**config.mk**
```make
export PLATFORM = sky130hd
export DESIGN_NAME = mem_arbiter
export DESIGN_NICKNAME = d
export VERILOG_FILES = /design/src/rtl/mem_arbiter.sv
export SDC_FILE = /design/constraint.sdc
export NUM_CORES = 1
export LEC_CHECK = 0
export ABC_AREA = 1
export BUFFER_PORTS_ARGS = -buffer_cell sky130_fd_sc_hd__buf_2
export CAP_MARGIN = 10
export CORE_MARGIN = 4
export CORE_UTILIZATION = 30
export CTS_CLUSTER_DIAMETER = 50
export DETAILED_ROUTE_END_ITERATION = 10
export GPL_TIMING_DRIVEN = 0
export SKIP_CTS_REPAIR_TIMING = 1
export SYNTH_ARGS = -nofsm -noshare
export SYNTH_HDL_FRONTEND = slang
export SYNTH_SLANG_ARGS = --single-unit
```
**constraint.sdc**
```tcl
create_clock -name clk -period 1.86 [get_ports clk]
set_clock_uncertainty 0.2 [all_clocks]
set_input_delay 0.093 -clock clk [delete_from_list [all_inputs] [get_ports clk]]
set_output_delay 0.093 -clock clk [all_outputs]
set_load 0.02 [all_outputs]
```
**src/rtl/mem_arbiter.sv**
```systemverilog
// Arbitrates the single pmem port between the IFU (reads only) and the LSU (reads/writes).
// Round-robin grant in IDLE, fixed MEM_LAT-cycle memory window, one-cycle response pulse.
module mem_arbiter #(
    parameter int DATA_WIDTH = 32,
    parameter int MEM_LAT    = 1
) (
    input  logic                  clk,
    input  logic                  rst_n,
    input  logic                  ifu_req_valid,
    output logic                  ifu_req_ready,
    input  logic [DATA_WIDTH-1:0] ifu_addr,
    output logic                  ifu_resp_valid,
    output logic [DATA_WIDTH-1:0] ifu_rdata,
    input  logic                  lsu_req_valid,
    output logic                  lsu_req_ready,
    input  logic                  lsu_wen,
    input  logic [DATA_WIDTH-1:0] lsu_addr,
    input  logic [DATA_WIDTH-1:0] lsu_wdata,
    output logic                  lsu_resp_valid,
    output logic [DATA_WIDTH-1:0] lsu_rdata,
    output logic                  mem_valid,
    output logic                  mem_wen,
    output logic [DATA_WIDTH-1:0] mem_waddr,
    output logic [DATA_WIDTH-1:0] mem_wdata,
    output logic [DATA_WIDTH-1:0] mem_raddr,
    input  logic [DATA_WIDTH-1:0] mem_rdata
);

    localparam int CNT_W = $clog2(MEM_LAT + 1);
    localparam logic [CNT_W-1:0] CNT_LAST = CNT_W'(MEM_LAT - 1);

    typedef enum logic [1:0] {IDLE, ACCESS, RESP} state_t;
    typedef enum logic {OWN_IFU, OWN_LSU} owner_t;

    state_t           state;
    owner_t           owner;
    owner_t           last_grant;
    logic [CNT_W-1:0] cnt;
    logic             wen_q;
    logic             grant_ifu;
    logic             grant_lsu;
    logic [DATA_WIDTH-1:0] grant_addr;

    // LSU wins only if it is alone or the IFU had the previous grant.
    always_comb begin
        grant_lsu  = lsu_req_valid && (!ifu_req_valid || last_grant == OWN_IFU);
        grant_ifu  = ifu_req_valid && !grant_lsu;
        grant_addr = grant_lsu ? lsu_addr : ifu_addr;
    end

    // Ready is gated by rst_n so nothing looks accepted while reset is held.
    assign ifu_req_ready = rst_n && (state == IDLE) && grant_ifu;
    assign lsu_req_ready = rst_n && (state == IDLE) && grant_lsu;

    always_ff @(posedge clk or negedge rst_n) begin
        if (!rst_n) begin
            state          <= IDLE;
            owner          <= OWN_IFU;
            last_grant     <= OWN_LSU;
            cnt            <= '0;
            wen_q          <= 1'b0;
            ifu_resp_valid <= 1'b0;
            ifu_rdata      <= '0;
            lsu_resp_valid <= 1'b0;
            lsu_rdata      <= '0;
            mem_valid      <= 1'b0;
            mem_wen        <= 1'b0;
            mem_waddr      <= '0;
            mem_wdata      <= '0;
            mem_raddr      <= '0;
        end else begin
            ifu_resp_valid <= 1'b0;
            lsu_resp_valid <= 1'b0;
            case (state)
                IDLE: begin
                    if (grant_ifu || grant_lsu) begin
                        owner      <= grant_lsu ? OWN_LSU : OWN_IFU;
                        last_grant <= grant_lsu ? OWN_LSU : OWN_IFU;
                        cnt        <= '0;
                        wen_q      <= grant_lsu && lsu_wen;
                        mem_valid  <= 1'b1;
                        mem_wen    <= grant_lsu && lsu_wen;
                        mem_raddr  <= grant_addr;
                        mem_waddr  <= grant_addr;
                        mem_wdata  <= grant_lsu ? lsu_wdata : '0;
                        state      <= ACCESS;
                    end
                end
                ACCESS: begin
                    // Write strobe lives only in the first window cycle: one pmem write per store.
                    mem_wen <= 1'b0;
                    cnt     <= cnt + CNT_W'(1);
                    if (cnt == CNT_LAST) begin
                        mem_valid <= 1'b0;
                        mem_raddr <= '0;
                        mem_waddr <= '0;
                        mem_wdata <= '0;
                        state     <= RESP;
                        if (owner == OWN_LSU) begin
                            lsu_resp_valid <= 1'b1;
                            lsu_rdata      <= wen_q ? '0 : mem_rdata;
                        end else begin
                            ifu_resp_valid <= 1'b1;
                            ifu_rdata      <= mem_rdata;
                        end
                    end
                end
                RESP: begin
                    state <= IDLE;
                end
                default: begin
                    state <= IDLE;
                end
            endcase
        end
    end

endmodule

```
# Yosys cells after proc, flatten, opt, wreduce, memory -nomap -nowiden
# Cells that the tools add are included.
[totals]
output_inout_bits = 166
regBits = 138
in_bits = 133
elab_cells = 63
[classes]
n_mux = 25
addsub = 1
reduce_logical = 18
bitwise = 3
eq_ne = 3
[ops]
columns = ["op", "n"]
rows = [
  ["$mux W32", 6],
  ["$pmux W32 S2", 2],
  ["$mux W1", 11],
  ["$reduce_and A3 Y1", 3],
  ["$logic_and A1 B1 Y1", 6],
  ["$pmux W1 S2", 3],
  ["$reduce_and A2 Y1", 3],
  ["$mux W2", 2],
  ["$pmux W2 S2", 1],
  ["$not A1 Y1", 3],
  ["$eq A2 B1 Y1 const B", 1],
  ["$logic_not A1 Y1", 2],
  ["$logic_not A2 Y1", 1],
  ["$logic_or A1 B1 Y1", 2],
  ["$ne A2 B1 Y1 const B", 1],
  ["$ne A2 B2 Y1 const B", 1],
  ["$reduce_bool A2 Y1", 1],
  ["$add A1 B1 Y1 const B", 1],
]

# Logic depth before layout (Yosys ltp)
[logic_depth]
depth_word = 8
depth_mapped = 7

# Least setup slack after synthesis
# No wires, ideal clock.
[synth_timing]
path_kind = "register to output"
from = "reg last_grant"
to = "out ifu_req_ready"
required_ns = 1.567
n_path_buf = 1
setup_slack_ns = 0.278
path_stages_with_launch = 6
t_arrival_ns = 1.289
path_cell_list = "dfstp_2 nand2_1 nand2_2 buf_2 nand2_1 nor2_1"
[synth_between]
elab_chain_len = 6
[synth_lines]
columns = ["item", "line_no", "source"]
rows = [
  ["from (decl)", "37", "owner_t last_grant;"],
  ["from (signal assigned)", "78", "last_grant <= grant_lsu ? OWN_LSU : OWN_IFU;"],
  ["$not A1 Y1", "46", "grant_lsu = lsu_req_valid && (!ifu_req_valid || last_grant == OWN_IFU);"],
  ["$logic_or A1 B1 Y1", "46", ""],
  ["$logic_and A1 B1 Y1", "46", ""],
  ["$logic_not A1 Y1", "47", "grant_ifu = ifu_req_valid && !grant_lsu;"],
  ["$logic_and A1 B1 Y1", "47", ""],
  ["$logic_and A1 B1 Y1", "52", "assign ifu_req_ready = rst_n && (state == IDLE) && grant_ifu;"],
  ["to (decl)", "10", "output logic ifu_req_ready,"],
]
# No other way between the ends.

# Worst setup path in the final report
# Same ends and word-level chain as after synthesis.

==> run summary <==
CP arrival -> 1.51 ns
Slew margin rel. -> 64.8%
Fraction of layout cells with a size suffix above 1 -> 33.0%
Multi-input gate area -> 0.00209 sq mm
Clock Tree Root -> clkbuf_16
WL/cell -> 15.1 um
Remaining global-route overflow -> 0
M1 wire length -> 9810 um
Drt initial violations -> 267
Via count -> 6,692
Leakage power -> 5.87 nW
Final setup margin -> 0.0529 ns
Clk buf depth -> 2
Netlist Area Pre-Place -> 0.00628 sq mm
Placer congestion estimate -> 0.858
Initial antenna violation count -> 0
Hold Crit Class -> input port to async pin
Maximum clock rate -> 553 MHz
Reg2reg start -> last_grant$_DFFE_PN1P_
Layout net count -> 1,355
Max-slew violation count -> 0
Metal2 WL -> 11,300 um
Register area -> 0.00345 sq mm
Mapped Avg Cell Area -> 8.12 sq um
Crit share post-route -> 97.2%
Die area -> 0.0233 sq mm
Worst Setup SP -> last_grant$_DFFE_PN1P_
Port bufs -> 297
Setup violators final -> 0
Most used cells in the layout excluding fill and tap cells -> buf_2 (321), nand2_1 (271), nand3_1 (163)
Largest net degree at the start of global routing -> 79
Worst slack at placement -> -0.114 ns
Fin crit period -> 1.81 ns
Die Y -> 153 um
Area Growth Syn to Fin -> 61.6%
Endpoint class of the critical path -> output pin
Hold Vio Cnt, Final -> 137
First-pass GRT wire length -> 32,900 um
RSZ-0062 raised after global routing -> yes
Clk Latency, worst-skew pair -> 0.40 ns
H-tree lvl count -> 4
Overall Global Routing Usage -> 17.4%
# DRC -> 0
Area of the core -> 0.0204 sq mm
Drt pass-1 iters -> 5
Fillers -> 1,983
Final Hold Slack -> -0.576 ns
Status -> finished with violations
CTS Sinks -> 138
CP Data Required Time -> 1.57 ns
Total power -> 17.4 mW
Failing checks -> hold timing
CTS tree -> done
Synth warnings -> 0
Post-Layout Cell Count -> 1,505
Routed vias/inst -> 4.45
Yosys cell types -> 16
Worst setup SP type -> register
Clock transition at path regs -> 0.06 ns
Routed Antenna Nets -> 0
Post-DP HPWL -> 15,500 um
#FFs+latches synth -> 138
Drt total wl -> 22,700 um
Starting density of the core -> 30.7%
Vias in the first global route -> 6,101
Sequential fraction of the synthesis area -> 55.0%
Die width -> 153 um
Setup tns final -> 0 ns
N_diodes -> 0
# IOs -> 299
PwrDens -> 1720 mW/mm^2
Wire length on met3 -> 1130 um
VDD IR-drop max -> 0.000809 V
Post-Place Cells -> 1,341
Most common cell after layout, fill and taps aside -> buf_2
Synthesized instance count -> 773
Maxcap violations -> 0
Site Rows -> 52
Top Layer Used -> met4
Synth Net Count -> 906
Worst-Margin Slew -> 0.529 ns
CP Class -> register to output pin
Crit-path max FO -> 6
Cts bufs inserted -> 17
per-stage QoR:
stage / instance area [sq um] / util, % / hold slack [ns]
2_1_floorplan: 6280 / - / -0.403
3_5_place_dp: 8140 / 39.8 / -0.0787
4_1_cts: 8780 / 43.0 / -0.528
3_3_place_gp: 8100 / 39.7 / 0.106
6_report: 10100 / 49.7 / -0.576
5_1_grt: 10100 / 49.7 / -0.558
critical path, cell delays in order, from the launching register on:
cell and delay (ns):
dfstp_2 0.55, nand2_4 0.10, nand2_8 0.11, nand2_1 0.06
nor2_2 0.13, buf_4 0.16
cells in the mapped netlist:
cell type,count,area [sq um]
nand2_1,272,1020
nand3_1,163,816
dfrtp_1,137,3430
inv_1,73,274
buf_4,38,285
o21ai_0,34,170
buf_2,27,135
clkbuf_1,16,60.1
nor2_1,6,22.5
buf_1,1,3.75
dfstp_2,1,26.3
inv_2,1,3.75
nand2_2,1,6.26
nor2_2,1,6.26
nor2_4,1,11.3
o21ai_2,1,8.76
registers in the layout (all words and copies together) (netlist names), 2 cells and up:
signal     cells
ifu_rdata     32
lsu_rdata     32
mem_raddr     32
mem_wdata     32
state          2
report_power, final:
group	leakage [nW]	switching, mW	total (mW)	internal [mW]
Sequential	1.74	0.874	5.30	4.43
Combinational	3.82	5.48	8.43	2.96
Clock	0.305	1.38	3.67	2.29
Total	5.87	7.73	17.4	9.67
worst paths after layout:
kind	end	slack, ns	cells after the start
min in group clk	mem_raddr[0]$_DFFE_PN0P_	0.02	5
max in group asynchronous	last_grant$_DFFE_PN1P_	1.39	2
max	ifu_req_ready	0.05	5
min	ifu_rdata[22]$_DFFE_PN0P_	-0.58	1
min reg2reg	mem_valid$_DFFE_PN0P_	0.27	2
max reg2reg	mem_raddr[5]$_DFFE_PN0P_	0.11	7
logic make-up (layout without fill, tap and decap cells):
family | count (synthesis) | in the layout | share of synthesized area [%]
AO/OA/AOI/OAI | 35 | 35 | 2.85
buffers and inverters | 156 | 618 | 12.1
flip-flops | 138 | 138 | 55.0
AND/OR/NAND/NOR | 444 | 444 | 30.0
final cells by class:
cell class | count | area share [%]
Sequential cell | 138 | 34.0
Timing Repair Buffer | 431 | 28.3
Tap cell | 270 | 3.33
Buffer | 81 | 4.75
Inverter | 74 | 2.74
Multi-Input combinational cell | 479 | 20.6
Clock buffer | 18 | 4.23
Clock inverter | 14 | 2.07
metal layers:
metal,up-vias,GRT usage [%]
met3,33,4.20
li1,3297,-
met1,3138,22.4
met2,224,29.4
met5,-,0
met4,0,4.92
No activity file was read; power rests on OpenSTA's default activity.
